File: config.mk
export PLATFORM = sky130hd
export DESIGN_NAME = axil_regfile_slave_flat
export DESIGN_NICKNAME = d
export VERILOG_FILES = /design/src/rtl/axil_regfile_slave_if.sv /design/src/rtl/axil_regfile_slave.sv /design/src/flat_wrapper.sv
export SDC_FILE = /design/constraint.sdc
export NUM_CORES = 1
export LEC_CHECK = 0
export ABC_AREA = 1
export CELL_PAD_IN_SITES_DETAIL_PLACEMENT = 1
export CELL_PAD_IN_SITES_GLOBAL_PLACEMENT = 2
export CORE_MARGIN = 3
export CORE_UTILIZATION = 41
export DETAILED_ROUTE_END_ITERATION = 16
export PLACE_DENSITY = 0.95
export SLEW_MARGIN = 20
export SYNTH_ARGS = -nofsm -noshare
export SYNTH_HDL_FRONTEND = slang
export SYNTH_SLANG_ARGS = --single-unit
File: constraint.sdc
create_clock -name ACLK -period 4.3 [get_ports ACLK]
set_input_delay 1.29 -clock ACLK [delete_from_list [all_inputs] [get_ports ACLK]]
set_output_delay 1.29 -clock ACLK [all_outputs]
set_load 0.03 [all_outputs]
File: src/rtl/axil_regfile_slave_if.sv
// AXI4-Lite bus bundle for the register-file slave: AW, W, B, AR and R channels.
// The slave modport is used by axil_regfile_slave; the master modport by whoever drives it.
interface axil_regfile_slave_if #(
    parameter int ADDR_W = 8,
    parameter int DATA_W = 32
) ();
    logic [ADDR_W-1:0]   AWADDR;
    logic                AWVALID;
    logic                AWREADY;
    logic [DATA_W-1:0]   WDATA;
    logic [DATA_W/8-1:0] WSTRB;
    logic                WVALID;
    logic                WREADY;
    logic [1:0]          BRESP;
    logic                BVALID;
    logic                BREADY;
    logic [ADDR_W-1:0]   ARADDR;
    logic                ARVALID;
    logic                ARREADY;
    logic [DATA_W-1:0]   RDATA;
    logic [1:0]          RRESP;
    logic                RVALID;
    logic                RREADY;

    modport slave (
        input  AWADDR, AWVALID, WDATA, WSTRB, WVALID, BREADY, ARADDR, ARVALID, RREADY,
        output AWREADY, WREADY, BRESP, BVALID, ARREADY, RDATA, RRESP, RVALID
    );

    modport master (
        output AWADDR, AWVALID, WDATA, WSTRB, WVALID, BREADY, ARADDR, ARVALID, RREADY,
        input  AWREADY, WREADY, BRESP, BVALID, ARREADY, RDATA, RRESP, RVALID
    );
endinterface

File: src/rtl/axil_regfile_slave.sv
// AXI4-Lite register file: NUM_REGS words of DATA_W bits, byte-strobed writes, independent read path.
// Optional AXIL_SLVERR_EN: out-of-range accesses answer SLVERR instead of OKAY.
module axil_regfile_slave #(
    parameter int ADDR_W   = 8,
    parameter int DATA_W   = 32,
    parameter int NUM_REGS = 16
) (
    input logic                 ACLK,
    input logic                 ARESETn,
    axil_regfile_slave_if.slave axil
);
    localparam int STRB_W = DATA_W / 8;
    localparam int OFFS   = $clog2(STRB_W);
    localparam int IDX_W  = ADDR_W - OFFS;
    localparam int REG_IW = (NUM_REGS > 1) ? $clog2(NUM_REGS) : 1;
    localparam logic [IDX_W:0] NUM_REGS_C = (IDX_W + 1)'(NUM_REGS);
    localparam logic [1:0] RESP_OKAY = 2'b00;
`ifdef AXIL_SLVERR_EN
    localparam logic [1:0] RESP_OOR = 2'b10;
`else
    localparam logic [1:0] RESP_OOR = 2'b00;
`endif

    typedef enum logic {R_IDLE, R_RESP} r_state_t;

    logic [DATA_W-1:0] regs [NUM_REGS];

    logic              aw_full, w_full;
    logic              awready_q, wready_q;
    logic [IDX_W-1:0]  aw_idx;
    logic [DATA_W-1:0] w_data;
    logic [STRB_W-1:0] w_strb;
    logic              bvalid_q;
    logic [1:0]        bresp_q;

    r_state_t          r_state, r_state_next;
    logic              arready_q;
    logic [DATA_W-1:0] rdata_q;
    logic [1:0]        rresp_q;

    logic              aw_hs, w_hs, ar_hs, commit;
    logic              aw_full_next, w_full_next;
    logic [IDX_W-1:0]  ar_idx;
    logic              wr_in_range, rd_in_range;
    logic              unused_addr_bits;

    assign aw_hs  = axil.AWVALID && awready_q;
    assign w_hs   = axil.WVALID && wready_q;
    assign ar_hs  = axil.ARVALID && arready_q;
    assign commit = aw_full && w_full && (!bvalid_q || axil.BREADY);

    // A handshake only happens into an empty slot, so capture and commit never collide.
    assign aw_full_next = aw_hs || (aw_full && !commit);
    assign w_full_next  = w_hs || (w_full && !commit);

    assign ar_idx      = axil.ARADDR[ADDR_W-1:OFFS];
    assign wr_in_range = {1'b0, aw_idx} < NUM_REGS_C;
    assign rd_in_range = {1'b0, ar_idx} < NUM_REGS_C;

    // Byte-offset bits inside a word carry no meaning for this slave.
    assign unused_addr_bits = ^{axil.AWADDR[OFFS-1:0], axil.ARADDR[OFFS-1:0]};

    always_ff @(posedge ACLK or negedge ARESETn) begin
        if (!ARESETn) begin
            aw_full   <= 1'b0;
            w_full    <= 1'b0;
            awready_q <= 1'b0;
            wready_q  <= 1'b0;
            aw_idx    <= '0;
            w_data    <= '0;
            w_strb    <= '0;
        end else begin
            aw_full   <= aw_full_next;
            w_full    <= w_full_next;
            awready_q <= !aw_full_next;
            wready_q  <= !w_full_next;
            if (aw_hs) begin
                aw_idx <= axil.AWADDR[ADDR_W-1:OFFS];
            end
            if (w_hs) begin
                w_data <= axil.WDATA;
                w_strb <= axil.WSTRB;
            end
        end
    end

    always_ff @(posedge ACLK or negedge ARESETn) begin
        if (!ARESETn) begin
            for (int i = 0; i < NUM_REGS; i++) begin
                regs[i] <= '0;
            end
            bvalid_q <= 1'b0;
            bresp_q  <= RESP_OKAY;
        end else begin
            if (commit) begin
                bvalid_q <= 1'b1;
                bresp_q  <= wr_in_range ? RESP_OKAY : RESP_OOR;
                if (wr_in_range) begin
                    for (int b = 0; b < STRB_W; b++) begin
                        if (w_strb[b]) begin
                            regs[aw_idx[REG_IW-1:0]][8*b +: 8] <= w_data[8*b +: 8];
                        end
                    end
                end
            end else if (bvalid_q && axil.BREADY) begin
                bvalid_q <= 1'b0;
            end
        end
    end

    always_comb begin
        r_state_next = r_state;
        case (r_state)
            R_IDLE:  if (ar_hs) r_state_next = R_RESP;
            R_RESP:  if (axil.RREADY) r_state_next = R_IDLE;
            default: r_state_next = R_IDLE;
        endcase
    end

    // Register reads sample the array before any same-edge commit lands.
    always_ff @(posedge ACLK or negedge ARESETn) begin
        if (!ARESETn) begin
            r_state   <= R_IDLE;
            arready_q <= 1'b0;
            rdata_q   <= '0;
            rresp_q   <= RESP_OKAY;
        end else begin
            r_state   <= r_state_next;
            arready_q <= (r_state_next == R_IDLE);
            if (ar_hs) begin
                rdata_q <= rd_in_range ? regs[ar_idx[REG_IW-1:0]] : '0;
                rresp_q <= rd_in_range ? RESP_OKAY : RESP_OOR;
            end
        end
    end

    assign axil.AWREADY = awready_q;
    assign axil.WREADY  = wready_q;
    assign axil.BVALID  = bvalid_q;
    assign axil.BRESP   = bresp_q;
    assign axil.ARREADY = arready_q;
    assign axil.RVALID  = (r_state == R_RESP);
    assign axil.RDATA   = rdata_q;
    assign axil.RRESP   = rresp_q;
endmodule

File: src/flat_wrapper.sv
// flat-port wrapper written by rule: the top's interface ports become plain ports
module axil_regfile_slave_flat 
#(
    parameter int ADDR_W   = 8,
    parameter int DATA_W   = 32,
    parameter int NUM_REGS = 16
)
  (ACLK, ARESETn, axil_AWADDR, axil_AWVALID, axil_WDATA, axil_WSTRB, axil_WVALID, axil_BREADY, axil_ARADDR, axil_ARVALID, axil_RREADY, axil_AWREADY, axil_WREADY, axil_BRESP, axil_BVALID, axil_ARREADY, axil_RDATA, axil_RRESP, axil_RVALID);
  axil_regfile_slave_if #(.ADDR_W(ADDR_W), .DATA_W(DATA_W)) axil_i ();
  input logic ACLK;
  input logic ARESETn;
  input wire logic [$bits(axil_i.AWADDR)-1:0] axil_AWADDR;
  input wire logic [$bits(axil_i.AWVALID)-1:0] axil_AWVALID;
  input wire logic [$bits(axil_i.WDATA)-1:0] axil_WDATA;
  input wire logic [$bits(axil_i.WSTRB)-1:0] axil_WSTRB;
  input wire logic [$bits(axil_i.WVALID)-1:0] axil_WVALID;
  input wire logic [$bits(axil_i.BREADY)-1:0] axil_BREADY;
  input wire logic [$bits(axil_i.ARADDR)-1:0] axil_ARADDR;
  input wire logic [$bits(axil_i.ARVALID)-1:0] axil_ARVALID;
  input wire logic [$bits(axil_i.RREADY)-1:0] axil_RREADY;
  output wire logic [$bits(axil_i.AWREADY)-1:0] axil_AWREADY;
  output wire logic [$bits(axil_i.WREADY)-1:0] axil_WREADY;
  output wire logic [$bits(axil_i.BRESP)-1:0] axil_BRESP;
  output wire logic [$bits(axil_i.BVALID)-1:0] axil_BVALID;
  output wire logic [$bits(axil_i.ARREADY)-1:0] axil_ARREADY;
  output wire logic [$bits(axil_i.RDATA)-1:0] axil_RDATA;
  output wire logic [$bits(axil_i.RRESP)-1:0] axil_RRESP;
  output wire logic [$bits(axil_i.RVALID)-1:0] axil_RVALID;
  assign axil_i.AWADDR = axil_AWADDR;
  assign axil_i.AWVALID = axil_AWVALID;
  assign axil_i.WDATA = axil_WDATA;
  assign axil_i.WSTRB = axil_WSTRB;
  assign axil_i.WVALID = axil_WVALID;
  assign axil_i.BREADY = axil_BREADY;
  assign axil_i.ARADDR = axil_ARADDR;
  assign axil_i.ARVALID = axil_ARVALID;
  assign axil_i.RREADY = axil_RREADY;
  assign axil_AWREADY = axil_i.AWREADY;
  assign axil_WREADY = axil_i.WREADY;
  assign axil_BRESP = axil_i.BRESP;
  assign axil_BVALID = axil_i.BVALID;
  assign axil_ARREADY = axil_i.ARREADY;
  assign axil_RDATA = axil_i.RDATA;
  assign axil_RRESP = axil_i.RRESP;
  assign axil_RVALID = axil_i.RVALID;
  axil_regfile_slave #(.ADDR_W(ADDR_W), .DATA_W(DATA_W), .NUM_REGS(NUM_REGS)) u_core (.ACLK(ACLK), .ARESETn(ARESETn), .axil(axil_i));
endmodule
==> results.py <==
metrics = {
    "outcome": {
        "status": "completed",
    },
    "global_routing": {
        "grt_pass1_wl_um": 133000,
        "grt_pass1_vias": 24500,
        "antenna_found_initial": 0,
        "overflow": 0,
        "grt.total_usage_pct": 23.7,
        "grt_max_degree": 129,
    },
    "timing": {
        "tightest_slew_ps": 898,
        "skew_ps": 20.1,
        "slew_headroom_pct": 40.2,
        "clock.fmax_mhz": 337,
        "period_share_pct": 69.0,
        "slew_viol_final": 0,
        "setup_tns_ps": 0,
        "final-hold-violation-count": 0,
        "rsz0062_at_grt": "false",
        "period_needed_ps": 2970,
        "finalSetupViolCount": 0,
    },
    "die": {
        "core-area_mm2": 0.0648,
        "dieWidth_um": 263,
        "ios": 100,
        "fp-row-count": 93,
        "dieArea_mm2": 0.0689,
        "start_util_pct": 41.6,
        "die_h_um": 263,
    },
    "synth": {
        "synth-seq-cells": 593,
        "syn_area_mm2": 0.0270,
        "synth.distinct_cells": 25,
        "yosysWarningCount": 0,
        "ys_seq_area_share_pct": 55.0,
        "synthCells": 3233,
        "syn_avg_cell_area_um2": 8.34,
    },
    "cells_and_area": {
        "fill_cells": 7583,
        "drive_gt1_share_pct": 7.96,
        "syn2layout_area_growth_pct": 12.5,
        "diodes": 0,
        "design_area_mm2": 0.0303,
        "nets": 3269,
    },
    "detailed_routing": {
        "viasPerCell": 5.47,
        "drc_errors": 0,
        "wl_per_cell_um": 19.9,
        "ant_nets": 0,
        "wirelength_um": 81500,
        "vias": 22500,
        "drt_iter0_drc": 1360,
        "first_pass_iters": 5,
    },
    "place": {
        "gp_congestion": 0.772,
        "place_area_mm2": 0.0282,
        "io_buffer_count": 91,
        "dpl.hpwl_um": 49200,
    },
    "clocking": {
        "htreeDepth": 3,
        "clk_path_buf_depth": 3,
        "hold_buffers": 0,
        "clk_pin_slew_worst_paths_ps": 60,
        "numCtsBuffers": 66,
        "post_cts_resized": 0,
        "clock-root-buffer": "clkbuf_16",
        "cts_setup_buffers": 0,
        "clock_latency_ps": 600,
        "cts_sinks": 593,
        "tritoncts": "yes",
    },
    "setup_path": {
        "critPathCapture": "u_core.regs[31]",
        "reg2reg_slack_ps": 2100,
        "startpoint": "axil_BREADY",
        "required_ps": 4760,
        "worstPathMaxFanout": 16,
        "startpoint_type": "primary input",
        "critical_path.endpoint_type": "flop",
        "reg2reg_from": "u_core.aw_idx[1]",
        "crit_arrival_ps": 3420,
        "r2r_end": "u_core.regs[468]",
        "crit_type": "in2reg",
        "reg2reg_depth": 5,
    },
    "min_path": {
        "hp-class": "reg2reg",
        "hold_depth": 2,
    },
    "power_and_ir_drop": {
        "power_leakage_uw": 0.0145,
        "ir_drop_v": 0.000288,
        "total_power_uw": 17700,
        "power-per-cell-area_mw_per_mm2": 583,
    },
    "job": {
        "cap_viol_max_count": 0,
    },
}
==> cells in the mapped netlist <==
library cell | count | area [um^2]
a21oi_1 | 40 | 200
a21oi_2 | 1 | 8.76
buf_1 | 27 | 101
buf_12 | 4 | 80.1
buf_2 | 64 | 320
buf_4 | 4 | 30.0
buf_6 | 36 | 405
clkbuf_1 | 88 | 330
conb_1 | 1 | 3.75
dfrtp_1 | 593 | 14800
inv_1 | 46 | 173
inv_2 | 4 | 15.0
mux2_2 | 2 | 22.5
nand2_1 | 1323 | 4970
nand2_2 | 2 | 12.5
nand2_4 | 39 | 439
nand3_1 | 384 | 1920
nor2_1 | 46 | 173
nor2_2 | 4 | 25.0
nor2_4 | 10 | 113
nor2_8 | 1 | 20.0
nor3_1 | 1 | 5.00
o21ai_0 | 224 | 1120
o21ai_1 | 234 | 1170
o21ai_2 | 55 | 482
==> cell type report <==
class / count / area, um^2 / share of cell area [%]
multi-input combinational: 2370 / 10700 / 35.3
clock inverter: 9 / 124 / 0.408
tap: 855 / 1070 / 3.53
inverter: 50 / 198 / 0.652
clock buffer: 101 / 2020 / 6.66
timing repair buffer: 129 / 1380 / 4.55
sequential: 593 / 14800 / 48.9
==> stage by stage <==
step | std cells | utilization [%] | setup slack [ps] | hold slack [ps]
2_1_floorplan | 3236 | - | 1840 | 453
3_3_place_gp | 3997 | 43.5 | 840 | 464
3_5_place_dp | 3997 | 43.5 | 708 | 467
4_1_cts | 4107 | 46.8 | 1300 | 483
5_1_grt | 4107 | 46.8 | 1130 | 489
6_report | 4107 | 46.8 | 1330 | 481
==> flip-flops by register name, summed over array words and instances (netlist names) <==
name                 cells
u_core.axil.BVALID       1
u_core.regs            512
u_core.aw_full           1
u_core.axil.RVALID       1
u_core.w_full            1
u_core.aw_idx            6
u_core.w_strb            4
u_core.axil.WREADY       1
u_core.w_data           32
u_core.axil.RDATA       32
u_core.axil.ARREADY      1
u_core.axil.AWREADY      1
==> metal layers <==
layer / vias up / GRT usage [%] / routed length, um / share of wire [%]
li1: 10400 / - / - / -
met1: 11500 / 30.5 / 35800 / 44
met2: 413 / 41.3 / 40300 / 49
met3: 136 / 2.90 / 3100 / 3.8
met4: 0 / 7.91 / 2280 / 2.8
met5: - / 0 / 0 / 0
==> placed cells by master, fill, tap and decap left out <==
cell / n
o21ai_0: 224
inv_6: 1
nor2_8: 1
nand3_1: 384
nor2_1: 46
o21ai_1: 234
nand2_4: 40
clkdlybuf4s50_1: 86
dfrtp_1: 593
bufinv_16: 3
nor2_4: 10
mux2_2: 2
nor3_2: 1
nor2_2: 4
a21oi_2: 1
inv_8: 1
clkinv_2: 5
nand2_1: 1321
nand2_2: 3
clkbuf_8: 14
conb_1: 4
clkbuf_1: 17
buf_12: 15
clkbuf_16: 71
inv_2: 4
inv_4: 1
buf_2: 2
buf_4: 24
o21ai_2: 55
a21oi_1: 40
buf_8: 1
inv_1: 44
==> worst min path at each step <==
stage / slack [ps] / from / endpoint
2_1_floorplan: 450 / u_core.regs[474] / u_core.regs[474]
3_3_place_gp: 460 / u_core.regs[295] / u_core.regs[295]
3_5_place_dp: 470 / u_core.axil.RDATA[26] / u_core.axil.RDATA[26]
4_1_cts: 480 / u_core.axil.RDATA[26] / u_core.axil.RDATA[26]
5_1_grt: 490 / u_core.regs[288] / u_core.regs[288]
6_report: 480 / u_core.axil.RDATA[27] / u_core.axil.RDATA[27]
==> where the power goes <==
group / switching, uW / leakage [uW] / internal (uW)
Sequential: 779 / 0.00798 / 7040
Clock: 2240 / 0.00105 / 3400
Combinational: 2960 / 0.00548 / 1280
==> worst max-delay path: stages <==
cell and delay, ps:
clkdlybuf4s50_1 460, inv_1 60, a21oi_2 200, nand2_4 180, nor2_4 320, buf_4 300, nand2_1 340, nand2_1 170
o21ai_0 90
==> cell families (layout without fill, tap and decap cells) <==
logic type / after synthesis / in the layout / synth area share (%)
buf+inv: 273 / 289 / 5.39
compound gates: 554 / 554 / 11.1
other cells: 1 / 4 / 0.0139
simple gates: 1810 / 1810 / 28.4
flops: 593 / 593 / 55.0
mux: 2 / 2 / 0.0835
Power figures use the tool's default switching activity.
